File: src/rtl/uart_tx_periph_pkg.sv
// ============================================================================
//  Module      : uart_tx_periph_pkg
//  Description : Register offsets, status bit positions and divisor helper
//                shared by the UART transmitter peripheral.
//  Revision    : 1.0 - initial release
// ============================================================================
`default_nettype none

package uart_tx_periph_pkg;

    // Register offsets decoded from addr[4:3]
    typedef enum logic [1:0] {
        REG_TXDATA  = 2'd0,
        REG_STATUS  = 2'd1,
        REG_BAUDDIV = 2'd2,
        REG_RSVD    = 2'd3
    } reg_off_e;

    localparam int c_DIV_W = 16;

    // A divisor of zero would stall the baud counter, so it is promoted to 1
    function automatic logic [c_DIV_W-1:0] fix_div(input logic [c_DIV_W-1:0] d);
        return (d == '0) ? c_DIV_W'(1) : d;
    endfunction

endpackage

`default_nettype wire

File: src/rtl/uart_tx_periph_if.sv
// ============================================================================
//  Module      : uart_tx_periph_if
//  Description : Data-bus slave port of the UART window (select, direction,
//                address, write data, registered read data, exception).
//  Revision    : 1.0 - initial release
// ============================================================================
`default_nettype none

interface uart_tx_periph_if;
    logic        sel;
    logic        rw;
    logic [63:0] addr;
    logic [63:0] write;
    logic [63:0] read;
    logic        exception;

    modport master (output sel, rw, addr, write, input read, exception);
    modport slave  (input sel, rw, addr, write, output read, exception);
endinterface

`default_nettype wire

File: src/rtl/uart_tx_periph_sync_fifo.sv
// ============================================================================
//  Module      : sync_fifo
//  Description : Single-clock show-ahead FIFO. Push while full and pop while
//                empty are ignored; full/empty come from pre-cycle state.
//  Revision    : 1.0 - initial release
// ============================================================================
`default_nettype none

module sync_fifo #(
    parameter int WIDTH = 8,
    parameter int DEPTH = 8
) (
    input  wire logic                   clk,
    input  wire logic                   rst,
    input  wire logic                   push,
    input  wire logic                   pop,
    input  wire logic [WIDTH-1:0]       din,
    output logic      [WIDTH-1:0]       dout,
    output logic                        full,
    output logic                        empty,
    output logic      [$clog2(DEPTH):0] count
);
    localparam int c_AW = $clog2(DEPTH);

    logic [WIDTH-1:0] r_mem [DEPTH];
    logic [c_AW-1:0]  r_wr_ptr;
    logic [c_AW-1:0]  r_rd_ptr;
    logic [c_AW:0]    r_count;
    logic             w_do_push;
    logic             w_do_pop;

    assign full      = (r_count == (c_AW+1)'(DEPTH));
    assign empty     = (r_count == '0);
    assign count     = r_count;
    assign dout      = r_mem[r_rd_ptr];
    assign w_do_push = push && !full;
    assign w_do_pop  = pop && !empty;

    // Storage array; contents need no reset because count gates visibility
    always_ff @(posedge clk) begin
        if (w_do_push) r_mem[r_wr_ptr] <= din;
    end

    // Pointers wrap naturally since DEPTH is a power of two
    always_ff @(posedge clk) begin
        if (rst) begin
            r_wr_ptr <= '0;
            r_rd_ptr <= '0;
            r_count  <= '0;
        end else begin
            if (w_do_push) r_wr_ptr <= r_wr_ptr + c_AW'(1);
            if (w_do_pop)  r_rd_ptr <= r_rd_ptr + c_AW'(1);
            case ({w_do_push, w_do_pop})
                2'b10:   r_count <= r_count + (c_AW+1)'(1);
                2'b01:   r_count <= r_count - (c_AW+1)'(1);
                default: r_count <= r_count;
            endcase
        end
    end
endmodule

`default_nettype wire

File: src/rtl/uart_tx_periph.sv
// ============================================================================
//  Module      : uart_tx_periph
//  Description : Memory-mapped 8N1 UART transmitter with TX FIFO, status and
//                programmable baud divisor. Optional interrupt output and
//                BAUDDIV bit16 enable under ZIPOSOC_UART_IRQ_EN.
//  Revision    : 1.0 - initial release
// ============================================================================
`default_nettype none

module uart_tx_periph
    import uart_tx_periph_pkg::*;
#(
    parameter int FIFO_DEPTH  = 8,
    parameter int DEFAULT_DIV = 217
) (
    input  wire logic        clk,
    input  wire logic        rst,
    uart_tx_periph_if.slave  bus,
    output logic             tx
`ifdef ZIPOSOC_UART_IRQ_EN
   ,output logic             irq
`endif
);
    localparam logic [1:0] c_IDLE  = 2'd0;
    localparam logic [1:0] c_START = 2'd1;
    localparam logic [1:0] c_DATA  = 2'd2;
    localparam logic [1:0] c_STOP  = 2'd3;
    localparam int         c_CW    = $clog2(FIFO_DEPTH) + 1;

    reg_off_e           w_off;
    logic               w_wr, w_rd, w_push, w_pop, w_exc;
    logic               w_full, w_empty, w_busy, w_irq_en, w_line, w_baud_done;
    logic [7:0]         w_dout;
    logic [c_CW-1:0]    w_count;
    logic [63:0]        w_status, w_rdata;
    logic [1:0]         r_state;
    logic [7:0]         r_shift;
    logic [2:0]         r_bit;
    logic [c_DIV_W-1:0] r_div, r_fdiv, r_baud;
    logic               r_tx, r_exc;
    logic [63:0]        r_read;
    logic               w_unused;

    assign w_off       = reg_off_e'(bus.addr[4:3]);
    assign w_wr        = bus.sel && bus.rw;
    assign w_rd        = bus.sel && !bus.rw;
    assign w_push      = w_wr && (w_off == REG_TXDATA) && !w_full;
    assign w_exc       = bus.sel && ((w_off == REG_RSVD) ||
                                     (w_wr && (w_off == REG_STATUS)) ||
                                     (w_wr && (w_off == REG_TXDATA) && w_full));
    assign w_busy      = (r_state != c_IDLE);
    assign w_baud_done = (r_baud == '0);
    // Pop from IDLE, or in the last STOP cycle so frames run back to back
    assign w_pop       = !w_empty && ((r_state == c_IDLE) ||
                                      ((r_state == c_STOP) && w_baud_done));
    assign w_unused    = &{1'b0, bus.addr[63:5], bus.addr[2:0], bus.write[63:17],
                           bus.write[16]};

    sync_fifo #(.WIDTH(8), .DEPTH(FIFO_DEPTH)) u_fifo (
        .clk   (clk),
        .rst   (rst),
        .push  (w_push),
        .pop   (w_pop),
        .din   (bus.write[7:0]),
        .dout  (w_dout),
        .full  (w_full),
        .empty (w_empty),
        .count (w_count)
    );

`ifdef ZIPOSOC_UART_IRQ_EN
    logic r_irq_en, r_irq;
    // Interrupt enable lives in BAUDDIV bit16
    always_ff @(posedge clk) begin
        if (rst) r_irq_en <= 1'b0;
        else if (w_wr && (w_off == REG_BAUDDIV)) r_irq_en <= bus.write[16];
    end
    // Transmitter fully drained: nothing queued and no frame on the line
    always_ff @(posedge clk) begin
        if (rst) r_irq <= 1'b0;
        else     r_irq <= r_irq_en && w_empty && !w_busy;
    end
    assign w_irq_en = r_irq_en;
    assign irq      = r_irq;
`else
    assign w_irq_en = 1'b0;
`endif

    assign w_status = {48'b0, w_irq_en, 7'(w_count), 5'b0, w_busy, w_empty, w_full};

    // Read data selection by register offset
    always_comb begin
        w_rdata = '0;
        case (w_off)
            REG_STATUS:  w_rdata = w_status;
            REG_BAUDDIV: w_rdata = {47'b0, w_irq_en, r_div};
            default:     w_rdata = '0;
        endcase
    end

    // Registered read data and one-cycle exception pulse
    always_ff @(posedge clk) begin
        if (rst) begin
            r_read <= '0;
            r_exc  <= 1'b0;
        end else begin
            r_exc <= w_exc;
            if (w_rd && (w_off != REG_RSVD)) r_read <= w_rdata;
        end
    end

    // Programmable divisor; applied at the next frame start
    always_ff @(posedge clk) begin
        if (rst) r_div <= c_DIV_W'(DEFAULT_DIV);
        else if (w_wr && (w_off == REG_BAUDDIV)) r_div <= fix_div(bus.write[15:0]);
    end

    // Line level for the current state, registered onto tx below
    always_comb begin
        w_line = 1'b1;
        case (r_state)
            c_START: w_line = 1'b0;
            c_DATA:  w_line = r_shift[0];
            default: w_line = 1'b1;
        endcase
    end

    // Baud-rate state machine serialising 8N1 frames
    always_ff @(posedge clk) begin
        if (rst) begin
            r_state <= c_IDLE;
            r_shift <= '0;
            r_bit   <= '0;
            r_baud  <= '0;
            r_fdiv  <= c_DIV_W'(DEFAULT_DIV);
            r_tx    <= 1'b1;
        end else begin
            r_tx <= w_line;
            if (w_pop) begin
                r_shift <= w_dout;
                r_fdiv  <= r_div;
                r_baud  <= r_div - c_DIV_W'(1);
                r_state <= c_START;
            end else begin
                case (r_state)
                    c_START: begin
                        if (w_baud_done) begin
                            r_baud  <= r_fdiv - c_DIV_W'(1);
                            r_bit   <= '0;
                            r_state <= c_DATA;
                        end else r_baud <= r_baud - c_DIV_W'(1);
                    end
                    c_DATA: begin
                        if (w_baud_done) begin
                            r_baud  <= r_fdiv - c_DIV_W'(1);
                            r_shift <= r_shift >> 1;
                            if (r_bit == 3'd7) r_state <= c_STOP;
                            else               r_bit   <= r_bit + 3'd1;
                        end else r_baud <= r_baud - c_DIV_W'(1);
                    end
                    c_STOP: begin
                        if (w_baud_done) r_state <= c_IDLE;
                        else             r_baud  <= r_baud - c_DIV_W'(1);
                    end
                    default: r_state <= c_IDLE;
                endcase
            end
        end
    end

    assign tx            = r_tx;
    assign bus.read      = r_read;
    assign bus.exception = r_exc;
endmodule

`default_nettype wire

File: src/flat_wrapper.sv
// flat-port wrapper written by rule: the top's interface ports become plain ports
module uart_tx_periph_flat import uart_tx_periph_pkg::*;
#(
    parameter int FIFO_DEPTH  = 8,
    parameter int DEFAULT_DIV = 217
)
  (clk, rst, tx, bus_sel, bus_rw, bus_addr, bus_write, bus_read, bus_exception);
  uart_tx_periph_if bus_i ();
  input  wire logic clk;
  input  wire logic rst;
  output logic tx;
  input wire logic [$bits(bus_i.sel)-1:0] bus_sel;
  input wire logic [$bits(bus_i.rw)-1:0] bus_rw;
  input wire logic [$bits(bus_i.addr)-1:0] bus_addr;
  input wire logic [$bits(bus_i.write)-1:0] bus_write;
  output wire logic [$bits(bus_i.read)-1:0] bus_read;
  output wire logic [$bits(bus_i.exception)-1:0] bus_exception;
  assign bus_i.sel = bus_sel;
  assign bus_i.rw = bus_rw;
  assign bus_i.addr = bus_addr;
  assign bus_i.write = bus_write;
  assign bus_read = bus_i.read;
  assign bus_exception = bus_i.exception;
  uart_tx_periph #(.FIFO_DEPTH(FIFO_DEPTH), .DEFAULT_DIV(DEFAULT_DIV)) u_core (.clk(clk), .rst(rst), .bus(bus_i), .tx(tx));
endmodule
File: config.mk
export PLATFORM = sky130hd
export DESIGN_NAME = uart_tx_periph_flat
export DESIGN_NICKNAME = d
export VERILOG_FILES = /design/src/rtl/uart_tx_periph_pkg.sv /design/src/rtl/uart_tx_periph_if.sv /design/src/rtl/uart_tx_periph_sync_fifo.sv /design/src/rtl/uart_tx_periph.sv /design/src/flat_wrapper.sv
export SDC_FILE = /design/constraint.sdc
export NUM_CORES = 1
export LEC_CHECK = 0
export ABC_AREA = 1
export BUFFER_PORTS_ARGS = -buffer_cell sky130_fd_sc_hd__buf_2
export CAP_MARGIN = 20
export CORE_ASPECT_RATIO = 0.5
export CORE_MARGIN = 4
export CORE_UTILIZATION = 54
export CTS_CLUSTER_DIAMETER = 80
export DETAILED_ROUTE_END_ITERATION = 16
export GPL_TIMING_DRIVEN = 0
export HOLD_SLACK_MARGIN = 0.12
export PLACE_DENSITY = 0.8
export SYNTH_ARGS = -nofsm -noshare
export SYNTH_HDL_FRONTEND = slang
export SYNTH_HIERARCHICAL = 1
export SYNTH_SLANG_ARGS = --single-unit
File: constraint.sdc
create_clock -name clk -period 3.6 [get_ports clk]
set_clock_uncertainty 0.2 [all_clocks]
set_input_delay 0.36 -clock clk [delete_from_list [all_inputs] [get_ports clk]]
set_output_delay 0.36 -clock clk [all_outputs]
set_load 0.01 [all_outputs]
== Word-level counts from Yosys, hierarchy flattened ==
Memories as Yosys holds them, arrays and structs flattened. A register that Yosys moved wholly into a read port is not among the register bits.
Cells that the tools add are included.
Storage, ports and cells
  register bits: 137
  memory bits (writable): 64
  logic and storage cells: 106
  memories: 1
Operators by class
  add/sub/neg operators: 8
  equal/unequal tests: 21
  mux-type cells: 25
  bitwise logic cells: 1
  reduce and logical (&&, ||, !) cells: 37
Memory list
  u_core.u_fifo.r_mem: depth 8, width 8, rd ports 1, clocked after memory_dff 1, write ports 1, RTL line uart_tx_periph_sync_fifo.sv:25  | logic [WIDTH-1:0] r_mem [DEPTH];
Operators by type and width (count)
  two-way mux 16 bit: 4
  one-hot mux 16 bit (2 select lines): 2
  subtractor 16 x 1 -> 16 bit, second input constant: 3
  logical NOT 16 bit: 2
  two-way mux 8 bit: 3
  two-way mux 3 bit: 5
  logical AND 1 bit: 13
  inequality test 3 x 2 -> 1 bit, second input constant: 4
  == test 2 bit, second input constant: 5
  nonzero test 2 bit: 5
  adder 3 x 1 -> 3 bit, second input constant: 3
  two-way mux 2 bit: 4
  inequality test 2 x 1 -> 1 bit, second input constant: 4
  one-hot mux 4 bit (2 select lines): 1
  AND reduction 4 bit: 2
  == test 2 x 1 -> 1 bit, second input constant: 3
  one-hot mux 2 bit (3 select lines): 1
  one-hot mux 3 bit (2 select lines): 1
  AND reduction 5 bit: 1
  adder 4 x 1 -> 4 bit, second input constant: 1
  == test 4 bit, second input constant: 1
  logical NOT 2 bit: 2
  logical NOT 4 bit: 1
  inequality test 2 bit, second input constant: 2
  11 further kinds: 19

== Longest topological paths before layout ==
  depth after elaboration: 7
  depth in mapped cells: 19
  mapped depth without buffers: 18

== Modules after synthesis ==
The synthesis kept the hierarchy.
Modules (own cells, without submodules)
  uart_tx_periph: times used 1, cells an instance 751, area an instance 5034.8 um^2, sequential area each 1581.5 um^2
  sync_fifo: times used 1, cells an instance 276, area an instance 3218.1 um^2, sequential area each 2182.1 um^2

== Least setup slack after synthesis ==
No wires, ideal clock.
  path type: register to register
  from: register u_core.r_baud[0]
  to: register u_core.u_fifo.r_count[2] (netlist: u_core/u_fifo/count[2])
  library setup time: 0.115 ns
  arrival time: 2.299 ns
  required time: 3.285 ns
  path slack: 0.985 ns
  cell stages (with the launch flop): 19
  clock period less this slack: 2.615 ns
  cell sequence: dfxtp_1 -> inv_1 -> ha_1 -> nand2_1 -> nor2_1 -> nand3_2 -> a21oi_4 -> buf_6 -> nand2_2 -> inv_1 -> ha_1 -> nand2_1 -> inv_1 -> nor2_1 -> ha_1 -> a21oi_1 -> xnor2_1 -> o21ai_0 -> inv_1
Between the ends
  word-level cells in the longest chain between the ends: 7
  elaborated cells on any way between the ends: 9
Ends and longest elaborated chain
  start: declaration: RTL line uart_tx_periph.sv:39  | logic [c_DIV_W-1:0] r_div, r_fdiv, r_baud;
  start signal: assignment: RTL line uart_tx_periph.sv:142  | r_baud <= r_div - c_DIV_W'(1);
  start signal: assignment: RTL line uart_tx_periph.sv:148  | r_baud <= r_fdiv - c_DIV_W'(1);
  start signal: assignment: RTL line uart_tx_periph.sv:151  | end else r_baud <= r_baud - c_DIV_W'(1);
  logical NOT 16 bit (*): RTL line uart_tx_periph.sv:52  | assign w_baud_done = (r_baud == '0);
  logical AND 1 bit (*): RTL line uart_tx_periph.sv:55  | ((r_state == c_STOP) && w_baud_done));
  logical OR 1 bit (*): RTL line uart_tx_periph.sv:54  | assign w_pop = !w_empty && ((r_state == c_IDLE) ||
  logical AND 1 bit (*): RTL line uart_tx_periph.sv:54
  net u_core.w_pop: RTL line uart_tx_periph.sv:31  | logic w_wr, w_rd, w_push, w_pop, w_exc;
  logical AND 1 bit (*): RTL line uart_tx_periph_sync_fifo.sv:37  | assign w_do_pop = pop && !empty;
  net u_core.u_fifo.w_do_pop: RTL line uart_tx_periph_sync_fifo.sv:30  | logic w_do_pop;
  == test 2 x 1 -> 1 bit / == test 2 bit (equally long branches): RTL line uart_tx_periph_sync_fifo.sv:53  | case ({w_do_push, w_do_pop})
  one-hot mux 4 bit (2 select lines) / nonzero test 2 bit (equally long branches)
  end signal: assignment: RTL line uart_tx_periph_sync_fifo.sv:54  | 2'b10: r_count <= r_count + (c_AW+1)'(1);
  end signal: assignment: RTL line uart_tx_periph_sync_fifo.sv:55  | 2'b01: r_count <= r_count - (c_AW+1)'(1);
  end signal: assignment: RTL line uart_tx_periph_sync_fifo.sv:56  | default: r_count <= r_count;
  end: declaration: RTL line uart_tx_periph_sync_fifo.sv:28  | logic [c_AW:0] r_count;
Mark *: on every way through the listed nets, which the timed path passes. The rest lies on a longest branch.
A chain may end at the register's enable or synchronous reset.

== Final worst setup path ==
Ends and elaborated chain as after synthesis.

==> reports/metrics.csv <==
metric,value,unit
diodes,0,
power_leakage,0.00419,µW
critPathLaunchType,flip-flop,
core-area,14700,µm²
die_w,183,µm
setup_viol,0,
routed_via_density,5.40,
cts_tree,yes,
antenna_found_initial,0,
hold_path_class,input pin to flip-flop,
syn_area_per_cell,8.04,µm²
cts_resized,0,
ant_nets,0,
dpl-instance-area,8870,µm²
htree_levels,4,
rsz0062_at_grt,no,
ys_ff_latch,156,
globalplace.congestion,0.912,
io_pins,198,
outcome,"finished, final reports clean",
drive_gt1_share,14.9,%
syn_area,8250,µm²
period_share,86.6,%
cp_top_family,adder cells,
cp_cell_sequence,"inv_1, ha_1, nand2_1, nor2_1, nand3_2, a21oi_4, buf_6, nand2_2, inv_1, ha_1, nand2_1, inv_1, nor2_1, ha_1, a21oi_1, xnor2_1, o21ai_0, inv_1",
cp.buffers_inverters,5,
grt_overflow,0,
grt_max_degree,18,
hold_viol_final,0,
finalSetupTns,0,ps
maxCapViolCount,0,
cp.arrival,3240,ps
final_nets,1301,
ys_seq_area_share,45.6,%
tightestPinTransition,773,ps
start_util,56.1,%
max-slew-margin-rel,48.3,%
cp_slowest_cell,dfxtp_1,
final_area,9630,µm²
vias,7354,
crit_type,flip-flop to flip-flop,
placementRows,31,
cts.sinks,156,
synthCells,1027,
numPortBuffers,39,
die_h,95.4,µm
grt_usage,24.6,%
finalCriticalPeriod,3120,ps
ys_top_cells_by_area,"edfxtp_1 23%, dfxtp_1 22%, nand2_1 9.3%, nor2_1 5.5%, buf_4 4.5%",
yosysTopAreaCellShare,23.3,%
slew_violations,0,
syn2layout_area_growth,16.7,%
clock_latency,430,ps
wirelength,21.5,mm
powerDensity,724,nW/µm²
ctsRootBufferMaster,clkbuf_16,
path_clk_slew,70,ps
cts_buffers,17,
grt_pass1_wl,33.9,mm
post-dp-hpwl,15.4,mm
drc,0,
path_common_cell,inv_1,
yosysTopAreaCell,edfxtp_1,
clock_path_buffers,2,
wl_per_cell,15.8,µm
yosysWarnings,6,
max_freq,0.321,GHz
slowest_delay,330,ps
required,3720,ps
first_pass_iters,6,
drt_iter0_drc,733,
max-vdd-ir-drop,0.342,mV
grt_pass1_vias,6757,
critPathMaxFanout,10,
postCtsSetupBuffers,0,
crit_path_end_kind,flip-flop,
synth_cell_type_count,47,
dieArea,17400,µm²
## cell usage in the layout, fill, tap and decap left out, types with 13 or more instances in the layout
cell	n
a21oi_1	65
buf_2	46
buf_4	50
buf_6	13
clkbuf_16	17
conb_1	48
dfxtp_1	92
dlygate4sd3_1	18
edfxtp_1	64
ha_1	19
inv_1	95
nand2_1	204
nand3_1	73
nor2_1	122
o21ai_0	64
o21ai_1	23
xor2_1	15
## flip-flops by register name, summed over array words and instances (netlist names), named ones only
name,count
u_core/u_fifo/r_mem,64
u_core/bus.read,16
u_core/r_baud,16
u_core/r_div,16
u_core/r_fdiv,16
u_core/r_shift,8
u_core/u_fifo/count,4
u_core/r_bit,3
u_core/u_fifo/r_rd_ptr,3
u_core/u_fifo/r_wr_ptr,3
u_core/r_state,2
u_core/bus.exception,1
u_core/tx,1
## per-layer routing
metal  global-route usage, %  routed length, µm  vias up
li1                        -                  -     3544
met1                    31.6               9100     3408
met2                    42.7              10100      362
met3                    5.37               1940       40
met4                    7.06                415        0
met5                       0                  0        -
## report_power, final
part | internal (µW) | switching, µW | leakage, µW
combinational | 1060 | 1920 | 0.00259
sequential | 2050 | 196 | 0.00133
clock | 923 | 820 | 0.000275
total | 4030 | 2940 | 0.00419
## layout make-up
type                            instances  area (µm²)
Multi-Input combinational cell        735        3680
Clock buffer                           17         425
Sequential cell                       156        3760
Fill cell                            1163        5070
Inverter                               99         372
Clock inverter                         15         153
Timing Repair Buffer                   57         375
Tap cell                              198         248
Buffer                                 84         613
## per-stage QoR
step / power (µW) / std cells / utilization [%] / hold WS, ps / setup WS [ps]
final: 6970 / 1361 / 65.5 / 235 / 484
after global routing: 7400 / 1361 / 65.5 / 274 / 185
after CTS: 6910 / 1361 / 65.5 / 227 / 510
after detailed placement: 5140 / 1311 / 60.4 / 255 / 532
after global placement: 5070 / 1311 / 60.4 / 254 / 606
after floorplan: 4440 / 1074 / - / 230 / 985
## synthesized netlist by cell type, drive strengths merged
| cell | count |
|---|---|
| nand2 | 210 |
| nor2 | 133 |
| inv | 98 |
| dfxtp | 92 |
| o21ai | 88 |
| nand3 | 77 |
| buf | 71 |
| a21oi | 67 |
| edfxtp | 64 |
| ha | 19 |
| xor2 | 15 |
| clkbuf | 13 |
| nand3b | 11 |
| o22ai | 10 |
| nor3 | 9 |
| a211oi | 8 |
| mux2i | 8 |
| xnor2 | 8 |
| nor4 | 5 |
| o211ai | 5 |
| nand4 | 4 |
| or2 | 3 |
| nor3b | 2 |
| a21boi | 1 |
| a311oi | 1 |
| a31oi | 1 |
| clkinv | 1 |
| conb | 1 |
| o211a | 1 |
| or3 | 1 |
## worst register-to-register path, stage by stage (launching register included)
cell and delay, ps:
dfxtp_1 330, inv_1 130, ha_1 230, nand2_1 70
nor2_1 130, nand3_2 160, a21oi_4 290, buf_6 220
nand2_2 120, inv_1 110, ha_1 210, nand2_1 70
inv_1 70, nor2_1 60, ha_1 180, a21oi_1 140
xnor2_1 90, o21ai_0 140, inv_1 50
## logic make-up after synthesis
group                    count (synthesis)  share of synthesized area, %
multiplexers                             8                         0.970
flip-flops                             156                          45.6
AND/OR/NAND/NOR                        455                          24.2
AO/OA/AOI/OAI                          182                          12.0
other                                    1                        0.0454
buffers and inverters                  183                          11.9
adder cells (fa/ha/maj)                 19                          2.88
XOR/XNOR                                23                          2.44
## final timing paths
path / from / end / slack [ps] / depth (start not counted)
worst max-delay path: u_core/r_baud[0] / u_core/u_fifo/count[2] / 480 / 18
worst min-delay path: bus_rw / u_core/r_div[3] / 240 / 4
worst max register to register: u_core/r_baud[0] / u_core/u_fifo/count[2] / 480 / 18
worst min register to register: u_core/bus.read[12] / u_core/bus.read[12] / 270 / 2
## timing repair
| item | CTS | global route |
|---|---|---|
| setup endpoints to repair | 0 | 0 |
| hold endpoints to repair | 78 | 0 |
| hold buffers | 18 | 0 |
Note: power is estimated with default switching activity, not from simulation.
